`src/rtl/bin_to_bcd.sv`:
```
// bin_to_bcd: sequential 32-bit binary to 8-digit packed BCD converter
// using the shift-and-add-3 (double-dabble) method, one bit per clock.
//
// Build option: define BCD_SATURATE_EN to report out-of-range values as
// 32'h99999999; by default they are reported as 32'hFFFFFFFF, which the
// display driver shows as blank digits.
//
// state     | meaning
// ----------+-------------------------------------------------------------
// S_IDLE    | waiting for start; bcd_out/overflow hold the last result
// S_CONVERT | one double-dabble iteration per edge, 32 edges in total
module bin_to_bcd (
   input  logic        clock,
   input  logic        reset,
   input  logic        start,
   input  logic [31:0] bin_in,
   output logic        busy,
   output logic        done,
   output logic [31:0] bcd_out,
   output logic        overflow
);

   localparam logic [0:0] S_IDLE    = 1'b0;
   localparam logic [0:0] S_CONVERT = 1'b1;

   localparam logic [31:0] MAX_DECIMAL = 32'd99_999_999;

`ifdef BCD_SATURATE_EN
   localparam logic [31:0] OVF_CODE = 32'h9999_9999;
`else
   localparam logic [31:0] OVF_CODE = 32'hFFFF_FFFF;
`endif

   logic [0:0]  state;
   logic [31:0] shift_reg;
   logic [31:0] scratch;
   logic [4:0]  count;
   logic        overflow_pending;

   logic [31:0] scratch_adj;
   logic [63:0] shifted;
   logic [31:0] next_scratch;
   logic [31:0] next_shift;

   // Add-3 correction on every scratch digit that would exceed 9 after doubling.
   // Only 8 digits are kept: any value that needs more is flagged as overflow
   // at capture and its scratch contents are discarded.
   always_comb begin
      scratch_adj = scratch;
      for (int d = 0; d < 8; d++) begin
         if (scratch[4*d +: 4] >= 4'd5)
            scratch_adj[4*d +: 4] = scratch[4*d +: 4] + 4'd3;
      end
   end

   // Shift the corrected scratch and the remaining binary bits left together.
   always_comb begin
      shifted      = {scratch_adj, shift_reg} << 1;
      next_scratch = shifted[63:32];
      next_shift   = shifted[31:0];
   end

   assign busy = (state == S_CONVERT);

   // Control FSM, datapath registers and result registers.
   always_ff @(posedge clock or posedge reset) begin
      if (reset) begin
         state            <= S_IDLE;
         shift_reg        <= 32'h0;
         scratch          <= 32'h0;
         count            <= 5'd0;
         overflow_pending <= 1'b0;
         done             <= 1'b0;
         bcd_out          <= 32'h0;
         overflow         <= 1'b0;
      end else begin
         done <= 1'b0;
         case (state)
            S_IDLE: begin
               if (start) begin
                  shift_reg        <= bin_in;
                  scratch          <= 32'h0;
                  count            <= 5'd31;
                  overflow_pending <= (bin_in > MAX_DECIMAL);
                  state            <= S_CONVERT;
               end
            end
            S_CONVERT: begin
               shift_reg <= next_shift;
               scratch   <= next_scratch;
               if (count == 5'd0) begin
                  bcd_out  <= overflow_pending ? OVF_CODE : next_scratch;
                  overflow <= overflow_pending;
                  done     <= 1'b1;
                  state    <= S_IDLE;
               end else begin
                  count <= count - 5'd1;
               end
            end
            default: state <= S_IDLE;
         endcase
      end
   end

endmodule

```
`config.mk`:
```
export PLATFORM = sky130hd
export DESIGN_NAME = bin_to_bcd
export DESIGN_NICKNAME = d
export VERILOG_FILES = /design/src/rtl/bin_to_bcd.sv
export SDC_FILE = /design/constraint.sdc
export NUM_CORES = 1
export LEC_CHECK = 0
export CORE_UTILIZATION = 25
export DETAILED_ROUTE_END_ITERATION = 12
export PLACE_DENSITY = 0.48
export SYNTH_ARGS = -nofsm -noshare
export SYNTH_HDL_FRONTEND = slang
export SYNTH_SLANG_ARGS = --single-unit
```
`constraint.sdc`:
```
create_clock -name clock -period 3.3 [get_ports clock]
set_clock_uncertainty 0.2 [all_clocks]
set_input_delay 0.66 -clock clock [delete_from_list [all_inputs] [get_ports clock]]
set_output_delay 0.66 -clock clock [all_outputs]
set_load 0.03 [all_outputs]
```
==> flow_metrics.py, run 1 <==
metrics = {
    "floorplanning": {
        "pin_count": 70,
        "rows": 52,
        "core_area_um2": 20400,
        "start_util": 0.256,
        "die_area_um2": 21500,
        "die_w_um": 147,
        "die_h_um": 147,
    },
    "cts": {
        "postCtsSetupBuffers": 0,
        "cts.path.max_buffers": 2,
        "path_clk_slew_ns": 0.07,
        "hold_buffers": 0,
        "cts_buffers": 9,
        "cts_root_buf": "clkbuf_16",
        "post_cts_resized": 0,
        "clk_latency_ns": 0.35,
        "cts_tree": "done",
        "cts.sinks": 105,
        "h-tree-depth": 3,
    },
    "grt": {
        "gr-total-overflow": 0,
        "grt_pass1_wl_um": 20000,
        "grt_max_degree": 45,
        "grt_usage": 0.117,
        "antenna_found_initial": 0,
        "grt_pass1_vias": 3861,
    },
    "timing": {
        "tns_ns": 0,
        "fmax_ghz": 0.378,
        "finalSetupViolCount": 0,
        "tightest_slew_ns": 0.552,
        "min_period_ns": 2.65,
        "slew_headroom": 0.632,
        "final.period_utilization": 0.802,
        "finalHoldViolCount": 0,
        "slew_viol_final": 0,
        "rsz0062_at_grt": "no",
    },
    "yosys": {
        "syn_area_um2": 5220,
        "yosysSeqAreaShare": 0.503,
        "synth_seq_cells": 105,
        "yosysUniqueCellTypes": 33,
        "syn-instance-count": 522,
        "yosys_warnings": 0,
        "avgSynthCellArea_um2": 10.0,
        "syn_nets": 574,
    },
    "drt": {
        "finalWirelength_um": 11900,
        "first_pass_iters": 4,
        "via_count": 3835,
        "drtIter0Drc": 150,
        "drc_errors": 0,
        "ant_nets": 0,
        "viasPerCell": 4.46,
        "wl_per_cell_um": 13.9,
    },
    "setup_path": {
        "critPathLaunch": "busy",
        "worstSetupStartpointType": "flop",
        "crit_end": "busy",
        "r2r_cells": 5,
        "crit_cells": 1,
        "rrSetupSlack_ns": 1.13,
        "r2r_start": "busy",
        "cpPeakStageDelay_ns": 0.75,
        "crit_required_ns": 2.44,
        "cp-end-kind": "output pin",
        "reg2reg_to": "bcd_out[16]",
        "path_cells": "clkdlybuf4s50_1",
        "crit_family": "buffers and inverters",
        "crit_buf_inv": 1,
        "critPathSlowestCell": "clkdlybuf4s50_1",
        "path_class": "flop to output pin",
        "worstPathArrival_ns": 1.79,
        "worstPathMaxFanout": 44,
    },
    "finish": {
        "regArea_um2": 2630,
        "area_growth_pct": 25.1,
        "layout-drive-gt1-share": 0.0696,
        "fin_area_um2": 6530,
        "fill_cells": 2100,
        "final_nets": 637,
        "instances_no_fill": 859,
        "multi_input_area_um2": 2370,
        "antenna_cells": 0,
    },
    "placed_design": {
        "place_inst": 844,
        "gp_congestion": 0.779,
        "hpwlAfterDp_um": 8280,
        "numPortBuffers": 69,
        "placed_area_um2": 6200,
    },
    "job": {
        "drv_cap": 0,
    },
    "min_path": {
        "min_path_type": "flop to flop",
    },
    "pwr": {
        "powerDensity_nw_per_um2": 945,
        "p_seq_frac": 0.372,
        "vdd_drop_max_mv": 0.324,
        "p_total_mw": 6.17,
        "p_comb_frac": 0.434,
        "p_int_mw": 3.71,
        "power_frac_clock": 0.193,
        "p_sw_mw": 2.46,
        "p_sw_frac": 0.398,
        "power_leakage_nw": 2.87,
    },
    "outcome": {
        "status": "finished, final reports clean",
    },
}
per-layer routing:
layer | vias up | wire (um) | global-route usage | share of wire
met5 | - | 0 | 0 | 0
li1 | 1911 | - | - | -
met1 | 1861 | 5670 | 0.152 | 0.48
met3 | 12 | 487 | 0.0334 | 0.041
met2 | 51 | 5610 | 0.189 | 0.47
met4 | 0 | 141 | 0.0354 | 0.012
worst min-delay path by stage:
stage	from	to	slack (ns)	depth (start not counted)
floorplan	shift_reg[9]	shift_reg[10]	0.25	2
global placement	shift_reg[3]	shift_reg[4]	0.26	2
detailed placement	shift_reg[10]	shift_reg[11]	0.27	2
CTS	shift_reg[8]	shift_reg[9]	0.29	2
global route	shift_reg[2]	shift_reg[3]	0.31	2
finish	shift_reg[4]	shift_reg[5]	0.28	2
power groups by stage:
stage | Combinational, mW | Sequential [mW] | Clock [mW]
2_1_floorplan | 1.77 | 2.42 | 0
3_3_place_gp | 2.64 | 2.30 | 0
3_5_place_dp | 2.72 | 2.32 | 0
4_1_cts | 2.73 | 2.30 | 1.23
5_1_grt | 3.01 | 2.39 | 1.28
6_report | 2.68 | 2.30 | 1.19
through the flow:
stage | util | hold WS (ns) | setup slack [ns]
after floorplan | - | 0.249 | 1.18
after global placement | 0.305 | 0.262 | 0.938
after detailed placement | 0.305 | 0.272 | 0.929
after CTS | 0.321 | 0.289 | 0.631
after global routing | 0.321 | 0.310 | 0.563
final | 0.321 | 0.283 | 0.655
worst register-to-register path: cells and delay by family (launching register included):
kind / cells / cell delay, ns
compound gates: 1 / 0.09
buf+inv: 1 / 0.30
flops: 1 / 0.68
simple gates: 3 / 0.77
cells by family after synthesis:
logic type	Yosys count	synth area share
compound gates	108	0.108
xor+xnor	8	0.0134
fa+ha+maj	17	0.0407
buf+inv	49	0.0441
flops	105	0.503
mux	66	0.129
simple gates	169	0.161
cell usage after synthesis, drive strengths merged:
cell type	count	area, um^2
dfrtp	105	2630
mux2i	56	561
nand2	51	199
a21oi	49	245
nor2	47	176
o21ai	46	230
nand2b	33	206
inv	21	78.8
buf	18	114
ha	17	213
nor3b	15	113
clkbuf	10	37.5
mux2	10	113
nand3	9	45.0
a31oi	8	50.1
xnor2	8	70.1
nor4	3	25.0
or4	3	22.5
nand3b	2	15.0
o31ai	2	15.0
or3	2	12.5
a32oi	1	8.76
and2	1	6.26
nand4	1	6.26
nand4b	1	8.76
nor3	1	5.00
o211ai	1	7.51
o22a	1	8.76
final cells by class:
cell class,count,area share
Multi-Input combinational cell,368,0.363
Inverter,21,0.0126
Clock inverter,4,0.0117
Clock buffer,11,0.0387
Sequential cell,105,0.403
Tap cell,270,0.0517
Timing Repair Buffer,80,0.120
cell usage in the layout (no fill, tap or decap), types with 2 or more instances in the layout:
cell type        instances
xnor2_1                  8
inv_1                   20
a31oi_1                  8
nor3b_1                 15
nand3_1                  9
clkbuf_8                 2
bufinv_16                2
nand3b_1                 2
mux2_2                  10
clkinvlp_4               2
or3_1                    2
nand2b_1                33
ha_1                    17
dfrtp_1                104
buf_4                   10
nor2_1                  47
o21ai_0                 46
mux2i_1                 56
a21oi_1                 49
clkdlybuf4s50_1         68
nor4_1                   2
clkbuf_16                9
o31ai_1                  2
or4_1                    3
nand2_1                 50
No activity file was read; power rests on OpenSTA's default activity.
==> run 2: changes to the inputs <==
==> constraint.sdc (replaced) <==
create_clock -name clock -period 2.2 [get_ports clock]
set_clock_uncertainty 0.2 [all_clocks]
set_input_delay 0.44 -clock clock [delete_from_list [all_inputs] [get_ports clock]]
set_output_delay 0.44 -clock clock [all_outputs]
set_load 0.03 [all_outputs]
==> flow_metrics.py, run 2 (synthesized netlist as in run 1, its figures left out) <==
metrics = {
    "outcome": {
        "status": "finished, final reports clean",
    },
    "setup_path": {
        "crit_family": "buffers and inverters",
        "crit_required_ns": 1.56,
        "critPathLaunch": "bcd_out[3]",
        "path_cells": "clkdlybuf4s50_1",
        "cpPeakStageDelay_ns": 0.68,
        "worstSetupStartpointType": "flop",
        "r2r_start": "count[0]",
        "critPathSlowestCell": "clkdlybuf4s50_1",
        "crit_cells": 1,
        "path_class": "flop to output pin",
        "crit_buf_inv": 1,
        "worstPathArrival_ns": 1.42,
        "cp-end-kind": "output pin",
        "worstPathMaxFanout": 2,
        "r2r_cells": 6,
    },
    "drt": {
        "drc_errors": 0,
        "first_pass_iters": 4,
        "ant_nets": 0,
        "wl_per_cell_um": 13.7,
        "viasPerCell": 4.46,
        "via_count": 3847,
        "finalWirelength_um": 11800,
        "drtIter0Drc": 253,
    },
    "pwr": {
        "p_total_mw": 9.22,
        "p_sw_frac": 0.394,
        "vdd_drop_max_mv": 0.443,
        "p_seq_frac": 0.363,
        "power_frac_clock": 0.187,
        "p_int_mw": 5.59,
        "power_leakage_nw": 2.91,
        "powerDensity_nw_per_um2": 1400,
        "p_sw_mw": 3.63,
        "p_comb_frac": 0.450,
    },
    "cts": {
        "cts.sinks": 105,
        "hold_buffers": 0,
        "post_cts_resized": 0,
        "postCtsSetupBuffers": 0,
        "cts.path.max_buffers": 2,
        "h-tree-depth": 3,
        "cts_tree": "done",
        "path_clk_slew_ns": 0.07,
        "cts_buffers": 9,
        "clk_latency_ns": 0.35,
        "cts_root_buf": "clkbuf_16",
    },
    "finish": {
        "final_nets": 641,
        "final_cell_mix": "dfrtp_1, clkdlybuf4s50_1, mux2i_1, nand2_1, a21oi_1",
        "post-route-util": 0.324,
        "layout-drive-gt1-share": 0.0742,
        "layout_commonest_cell": "dfrtp_1",
        "fill_cells": 2076,
        "regArea_um2": 2630,
        "area_growth_pct": 26.5,
        "multi_input_area_um2": 2370,
        "antenna_cells": 0,
    },
    "timing": {
        "fmax_ghz": 0.485,
        "layout_setup_ws_ns": 0.138,
        "finalHoldViolCount": 0,
        "holdWs_ns": 0.235,
        "tns_ns": 0,
        "tightest_slew_ns": 0.463,
        "rsz0062_at_grt": "no",
        "final.period_utilization": 0.937,
        "min_period_ns": 2.06,
        "slew_headroom": 0.689,
        "slew_viol_final": 0,
        "finalSetupViolCount": 0,
    },
    "placed_design": {
        "gp_congestion": 0.780,
        "numPortBuffers": 69,
        "hpwlAfterDp_um": 8280,
        "pre_cts_ws_ns": 0.0562,
    },
    "floorplanning": {
        "rows": 52,
        "core_area_um2": 20400,
        "die_area_um2": 21500,
        "pin_count": 70,
        "die_h_um": 147,
        "die_w_um": 147,
        "start_util": 0.256,
    },
    "grt": {
        "grt_pass1_wl_um": 20000,
        "gr-total-overflow": 0,
        "grt_pass1_vias": 3973,
        "antenna_found_initial": 0,
        "grt_usage": 0.117,
        "grt_max_degree": 77,
    },
    "job": {
        "drv_cap": 0,
    },
    "min_path": {
        "min_path_type": "primary input to asynchronous set/reset pin",
    },
}
-- run 2: changes by cell type in the layout (fill, tap and decap cells not counted) --
cell             before  now
buf_12                1    6
clkbuf_1              0    2
clkbuf_8              2    1
clkdlybuf4s50_1      68   67
clkinv_2              0    1
clkinv_4              1    0
clkinvlp_4            2    1
-- run 2: routing by layer --
layer  global-route usage  up-vias  part of all wire
li1                     -     1913                 -
met5                    0        -                 0
met2                0.190       55              0.47
met4               0.0427        0             0.012
met3               0.0322       12             0.041
met1                0.148     1867              0.48
-- run 2: final timing paths --
path | end | slack, ns
max | bcd_out[3] | 0.14
min | scratch[1] | 0.23
max reg2reg | overflow | 0.25
min reg2reg | shift_reg[9] | 0.29
max in group asynchronous | shift_reg[18] | 1.05
min in group clock | shift_reg[9] | 0.29
-- run 2: stage by stage --
stage | std cells | area (um^2)
2_1_floorplan | 522 | 5220
3_3_place_gp | 848 | 6290
3_5_place_dp | 848 | 6290
4_1_cts | 863 | 6610
5_1_grt | 863 | 6610
6_report | 863 | 6610
-- run 2: final cells by class --
class / instances / share of cell area
tap: 270 / 0.0511
sequential: 105 / 0.398
timing repair buffer: 84 / 0.132
multi-input combinational: 368 / 0.359
inverter: 21 / 0.0125
clock buffer: 12 / 0.0373
clock inverter: 3 / 0.00985
-- run 2: power groups by stage --
stage	clock, mW	sequential, mW	combinational, mW
final	1.73	3.35	4.15
after global routing	1.87	3.48	4.65
after CTS	1.80	3.36	4.24
after detailed placement	0	3.38	4.24
after global placement	0	3.36	4.10
after floorplan	0	3.64	2.65
==> run 3: changes to the inputs <==
--- a/config.mk
+++ b/config.mk
@@ -8,6 +8,7 @@
 export CORE_UTILIZATION = 25
 export DETAILED_ROUTE_END_ITERATION = 12
 export PLACE_DENSITY = 0.48
+export SKIP_CTS_REPAIR_TIMING = 1
 export SYNTH_ARGS = -nofsm -noshare
 export SYNTH_HDL_FRONTEND = slang
 export SYNTH_SLANG_ARGS = --single-unit
==> results of run 3 <==
The final DEF is identical to that of run 2; final timing and power are the same.
